<file path="src/rtl/div_pkg.sv">
// Shared encodings for the iterative divider: FSM states, handshake levels
// and the double-width result bus.
package div_pkg;

    typedef enum logic [1:0] {
        DivFree   = 2'b00,
        DivByZero = 2'b01,
        DivOn     = 2'b10,
        DivEnd    = 2'b11
    } div_state_e;

    localparam logic DivResultReady    = 1'b1;
    localparam logic DivResultNotReady = 1'b0;
    localparam logic DivStart          = 1'b1;
    localparam logic DivStop           = 1'b0;

    localparam int DoubleRegBus = 64;

endpackage

</file>
<file path="src/rtl/div_if.sv">
// Request/response bundle between the EX stage (master) and the divider (slave).
interface div_if;
    import div_pkg::*;

    logic                    signed_div_i;
    logic [31:0]             opdata1_i;
    logic [31:0]             opdata2_i;
    logic                    start_i;
    logic                    annul_i;
    logic [DoubleRegBus-1:0] result_o;
    logic                    ready_o;

    modport slave (
        input  signed_div_i, opdata1_i, opdata2_i, start_i, annul_i,
        output result_o, ready_o
    );

    modport master (
        output signed_div_i, opdata1_i, opdata2_i, start_i, annul_i,
        input  result_o, ready_o
    );

endinterface

</file>
<file path="src/rtl/div.sv">
// 32-bit restoring divider, one quotient bit per cycle, result = {rem, quo}.
// Signed support is built only when DIV_SIGNED_EN is defined; otherwise unsigned.
module div
    import div_pkg::*;
(
    input  logic  clk,
    input  logic  rst,
    div_if.slave  bus
);

    div_state_e              state_q;
    logic [5:0]              cnt_q;
    logic [31:0]             rem_q;
    logic [31:0]             quo_q;
    logic [31:0]             divisor_q;
    logic [DoubleRegBus-1:0] result_q;
    logic                    ready_q;

    logic [31:0] op1_mag;
    logic [31:0] op2_mag;
    logic [31:0] quo_fix;
    logic [31:0] rem_fix;
    logic [32:0] partial;
    logic [32:0] diff;
    logic        borrow;

    // partial < 2*divisor always, so bit 32 of the 33-bit difference is the borrow.
    assign partial = {rem_q, quo_q[31]};
    assign diff    = partial - {1'b0, divisor_q};
    assign borrow  = diff[32];

`ifdef DIV_SIGNED_EN
    logic op1_neg;
    logic op2_neg;
    logic neg_quo_q;
    logic neg_rem_q;

    assign op1_neg = bus.signed_div_i & bus.opdata1_i[31];
    assign op2_neg = bus.signed_div_i & bus.opdata2_i[31];
    assign op1_mag = op1_neg ? (~bus.opdata1_i + 32'd1) : bus.opdata1_i;
    assign op2_mag = op2_neg ? (~bus.opdata2_i + 32'd1) : bus.opdata2_i;
    assign quo_fix = neg_quo_q ? (~quo_q + 32'd1) : quo_q;
    assign rem_fix = neg_rem_q ? (~rem_q + 32'd1) : rem_q;
`else
    logic unused_signed_div;

    assign unused_signed_div = bus.signed_div_i;
    assign op1_mag = bus.opdata1_i;
    assign op2_mag = bus.opdata2_i;
    assign quo_fix = quo_q;
    assign rem_fix = rem_q;
`endif

    always_ff @(posedge clk) begin
        if (rst) begin
            state_q   <= DivFree;
            cnt_q     <= 6'd0;
            rem_q     <= 32'd0;
            quo_q     <= 32'd0;
            divisor_q <= 32'd0;
            result_q  <= '0;
            ready_q   <= DivResultNotReady;
`ifdef DIV_SIGNED_EN
            neg_quo_q <= 1'b0;
            neg_rem_q <= 1'b0;
`endif
        end else begin
            case (state_q)
                DivFree: begin
                    ready_q  <= DivResultNotReady;
                    result_q <= '0;
                    if (bus.start_i == DivStart && !bus.annul_i) begin
                        if (bus.opdata2_i == 32'd0) begin
                            state_q <= DivByZero;
                        end else begin
                            state_q   <= DivOn;
                            cnt_q     <= 6'd0;
                            rem_q     <= 32'd0;
                            quo_q     <= op1_mag;
                            divisor_q <= op2_mag;
`ifdef DIV_SIGNED_EN
                            neg_quo_q <= op1_neg ^ op2_neg;
                            neg_rem_q <= op1_neg;
`endif
                        end
                    end
                end
                DivByZero: begin
                    result_q <= '0;
                    state_q  <= DivEnd;
                end
                DivOn: begin
                    if (bus.annul_i) begin
                        state_q  <= DivFree;
                        cnt_q    <= 6'd0;
                        result_q <= '0;
                        ready_q  <= DivResultNotReady;
                    end else if (cnt_q == 6'd32) begin
                        result_q <= {rem_fix, quo_fix};
                        cnt_q    <= 6'd0;
                        state_q  <= DivEnd;
                    end else begin
                        cnt_q <= cnt_q + 6'd1;
                        if (borrow) begin
                            rem_q <= partial[31:0];
                            quo_q <= {quo_q[30:0], 1'b0};
                        end else begin
                            rem_q <= diff[31:0];
                            quo_q <= {quo_q[30:0], 1'b1};
                        end
                    end
                end
                DivEnd: begin
                    if (bus.start_i == DivStop) begin
                        state_q  <= DivFree;
                        ready_q  <= DivResultNotReady;
                        result_q <= '0;
                    end else begin
                        ready_q <= DivResultReady;
                    end
                end
                default: state_q <= DivFree;
            endcase
        end
    end

    assign bus.result_o = result_q;
    assign bus.ready_o  = ready_q;

endmodule

</file>
<file path="src/flat_wrapper.sv">
// flat-port wrapper written by rule: the top's interface ports become plain ports
module div_flat import div_pkg::*;
  (clk, rst, bus_signed_div_i, bus_opdata1_i, bus_opdata2_i, bus_start_i, bus_annul_i, bus_result_o, bus_ready_o);
  div_if bus_i ();
  input  logic clk;
  input  logic rst;
  input wire logic [$bits(bus_i.signed_div_i)-1:0] bus_signed_div_i;
  input wire logic [$bits(bus_i.opdata1_i)-1:0] bus_opdata1_i;
  input wire logic [$bits(bus_i.opdata2_i)-1:0] bus_opdata2_i;
  input wire logic [$bits(bus_i.start_i)-1:0] bus_start_i;
  input wire logic [$bits(bus_i.annul_i)-1:0] bus_annul_i;
  output wire logic [$bits(bus_i.result_o)-1:0] bus_result_o;
  output wire logic [$bits(bus_i.ready_o)-1:0] bus_ready_o;
  assign bus_i.signed_div_i = bus_signed_div_i;
  assign bus_i.opdata1_i = bus_opdata1_i;
  assign bus_i.opdata2_i = bus_opdata2_i;
  assign bus_i.start_i = bus_start_i;
  assign bus_i.annul_i = bus_annul_i;
  assign bus_result_o = bus_i.result_o;
  assign bus_ready_o = bus_i.ready_o;
  div u_core (.clk(clk), .rst(rst), .bus(bus_i));
endmodule
</file>
<file path="config.mk">
export PLATFORM = sky130hd
export DESIGN_NAME = div_flat
export DESIGN_NICKNAME = d
export VERILOG_FILES = /design/src/rtl/div_pkg.sv /design/src/rtl/div_if.sv /design/src/rtl/div.sv /design/src/flat_wrapper.sv
export SDC_FILE = /design/constraint.sdc
export NUM_CORES = 1
export LEC_CHECK = 0
export CELL_PAD_IN_SITES_DETAIL_PLACEMENT = 1
export CELL_PAD_IN_SITES_GLOBAL_PLACEMENT = 1
export CORE_ASPECT_RATIO = 1.2
export CORE_MARGIN = 5
export CORE_UTILIZATION = 40
export DETAILED_ROUTE_END_ITERATION = 8
export PLACE_DENSITY_LB_ADDON = 0.1
export SYNTH_ARGS = -nofsm -noshare
export SYNTH_HDL_FRONTEND = slang
export SYNTH_SLANG_ARGS = --single-unit
</file>
<file path="constraint.sdc">
create_clock -name clk -period 5.3 [get_ports clk]
set_input_delay 0.795 -clock clk [delete_from_list [all_inputs] [get_ports clk]]
set_output_delay 0.795 -clock clk [all_outputs]
set_load 0.01 [all_outputs]
</file>
==> run summary <==
Critical Path, Cell by Cell: clkdlybuf4s50_1 > nor4_1 > nand4_1 > nor2_1 > or3_1 > mux2i_1 > nor2b_4 > buf_4 > nor2_2 > buf_4 > a32oi_1 > o31ai_1
RSZ-0062 raised after global routing: no
Synth top cells by count: nand2_1 (185), dfxtp_1 (169), a21oi_1 (146), nor2_1 (87), nand3_1 (74)
fmax: 291 MHz
GRT Total Usage: 21.1%
Synth Flop Type: dfxtp_1
post-synthesis sequential area ratio: 39.7%
I/O pin total: 134
Worst-path clk slew: 0.08 ns
FF+latch count, synth: 169
status: complete, no violations
antenna violations before repair: 0
RR Startpoint: u_core.quo_fix[31]$_SDFFE_PP0P_
largest family of logic cells by synthesized area: compound AO/OA/AOI/OAI gates
antenna cells: 0
HP Class: flip-flop to flip-flop
hold_ws: 0.450 ns
Final setup viols: 0
max-cap viol count: 0
Synthesis Warnings: 0
CP Class: primary input to flip-flop
Final Cell Area: 0.0106 sq mm
Final Skew: 0.0161 ns
post-synthesis cell type count: 60
pre-CTS setup slack: 1.36 ns
CP max stage delay: 0.54 ns
FFs w/ async S/R, synth: 0%
setup ws final: 1.87 ns
final net count: 1286
post-CTS setup buffers: 0
period utilization: 64.8%
dpl hpwl: 18.1 mm
Slew @ Worst Pin: 0.995 ns
GPL Wtd Cong: 0.817
Die Width: 143 um
Critical Path Most Common Cell: buf_4
min Tclk post-route: 3.43 ns
fin. max-slew vios: 0
Fillers: 2559
Final Power: 3550 uW
Cells after Synth: 1091
post-place instance area: 0.0100 sq mm
WP data arrival: 3.79 ns
via count: 8006
dominant cell type by area after synthesis: dfxtp_1
Synth Area in Adders: 5.23%
WP data required: 5.65 ns
IO buf count: 132
cts repair resizes: 0
most common cell in the synthesized netlist: nand2_1
post-route setup TNS: 0 ns
cts bufs inserted: 17
# H-tree levels: 4
Clock Latency Late Sink: 0.44 ns
Layout area overhead: 24.4%
Residual DRC: 0
Worst slew margin: 32.8%
Hold Startpoint: u_core.bus.result_o[58]$_SDFFE_PP0P_
CTS tree: done
worst-path maximum fanout: 65
First-pass DRT Iterations: 4
Post-synth EDFFs: 0
number of hold buffers added after cts: 0
largest net degree at the start of global routing: 90
Worst Path Buf+Inv: 3
post-DR wirelength/cell: 17.4 um
mux cell area share after synthesis: 4.58%
synthesized net count: 1195
Root Driver: clkbuf_16
Synth top area share: 39.7%
Fin. Hold Viols: 0
syn avg cell area: 7.81 sq um
LEAKAGE: 0.00406 uW
total gr overflow: 0
Die Area: 0.0243 sq mm
Synth Area in Simple Gates: 20.6%
complex-gate fraction of the synthesized area: 21.8%
Worst path top cell family by delay: simple AND/OR/NAND/NOR gates
Synth Area in XOR/XNOR: 2.57%
CTS Buffer Depth: 2
PD cells: 335 mW/mm^2
Cell Rows: 58
Syn Std Cell Area: 0.00852 sq mm
first-pass GRT wire length: 41.7 mm
Initial Utilization: 40.6%
layout cell share with drive strength beyond 1: 5.27%
post-route ant nets: 0
vias in the first global route: 8404
die height: 170 um
Critical Path Start: bus_opdata2_i[16]
Max VDD drop: 0.238 mV
Worst Setup End Kind: flip-flop
core box area: 0.0210 sq mm
CTS sink count: 169
via/cell ratio: 5.46
Worst path slowest cell: nor4_1
drt total wl: 25.5 mm
synth top area cells: dfxtp_1 (40%), a21oi_1 (8.6%), nand2_1 (8.2%), ha_1 (5.0%), mux2i_1 (4.6%)
initial drt markers: 245
Setup crit start kind: primary input
-- area by class of cell --
cell class / count / area [sq um] / share of cell area [%]
multi-input cells: 804 / 4710 / 44.4
flip-flops and latches: 169 / 3380 / 31.9
repair buffers: 145 / 1420 / 13.4
clock buffers: 18 / 429 / 4.05
well taps: 270 / 338 / 3.19
inverters: 45 / 169 / 1.59
clock inverters: 14 / 151 / 1.43
-- worst register-to-register path, cell delays in order, from the launching register on --
cell	delay [ns]
dfxtp_1	0.34
inv_1	0.07
ha_1	0.17
inv_1	0.06
fa_1	0.43
a211oi_1	0.36
nor3_1	0.13
o21ai_1	0.18
a21boi_2	0.11
o2111a_1	0.28
a311oi_4	0.28
buf_4	0.33
and3b_1	0.23
a21oi_1	0.12
o21ai_1	0.07
-- routing by layer --
layer  up-vias  part of all wire [%]  track usage [%]
met3        34                   4.3             5.12
met4         0                   1.7             5.86
li1       4011                     -                -
met2       114                    51             38.0
met1      3847                    43             24.8
met5         -                     0                0
-- kinds of logic after synthesis --
logic type	after synthesis
buf+inv	118
compound gates	301
xor+xnor	25
mux	39
simple gates	404
flops	169
fa+ha+maj	35
-- where the power goes --
part | total, uW | switching (uW) | leakage (uW) | internal, uW
Sequential | 1360 | 43.4 | 0.00137 | 1320
Clock | 1240 | 610 | 0.000282 | 632
Combinational | 947 | 559 | 0.00240 | 388
Total | 3550 | 1210 | 0.00406 | 2340
-- per-stage QoR --
stage / std cells / utilization (%)
2_1_floorplan: 1091 / -
3_3_place_gp: 1433 / 47.8
3_5_place_dp: 1433 / 47.8
4_1_cts: 1465 / 50.5
5_1_grt: 1465 / 50.5
6_report: 1465 / 50.5
-- state kept, by name (all words and copies together), names as in the netlist --
register and count:
u_core.cnt_q 6, u_core.bus.ready_o 1, u_core.state_q 2, u_core.quo_fix 32, u_core.rem_fix 32, u_core.bus.result_o 64
u_core.divisor_q 32
-- path summary, 6_finish.rpt --
kind	endpoint	slack, ns	cells after the start
setup reg to reg	u_core.rem_fix[3]$_SDFFE_PP0P_	2.02	14
hold reg to reg	u_core.bus.result_o[58]$_SDFFE_PP0P_	0.45	2
setup / recovery	u_core.rem_fix[23]$_SDFFE_PP0P_	1.87	12
hold / removal	u_core.bus.result_o[58]$_SDFFE_PP0P_	0.45	2
-- cells in the final DEF, fill, tap and decap left out, types with 12 or more instances in the layout --
cell type | netlist | final
clkdlybuf4s50_1 | 0 | 131
a211oi_1 | 35 | 35
nand2_1 | 185 | 184
inv_1 | 45 | 45
xor2_1 | 12 | 12
dfxtp_1 | 169 | 169
a21o_1 | 15 | 15
a21oi_1 | 146 | 146
buf_4 | 5 | 14
o21ai_1 | 32 | 32
nor2_1 | 87 | 85
ha_1 | 34 | 34
xnor2_1 | 13 | 13
mux2i_1 | 39 | 39
clkbuf_16 | 0 | 17
nand3_1 | 74 | 74
o21ai_0 | 12 | 12
(Power assumes the default switching activity.)
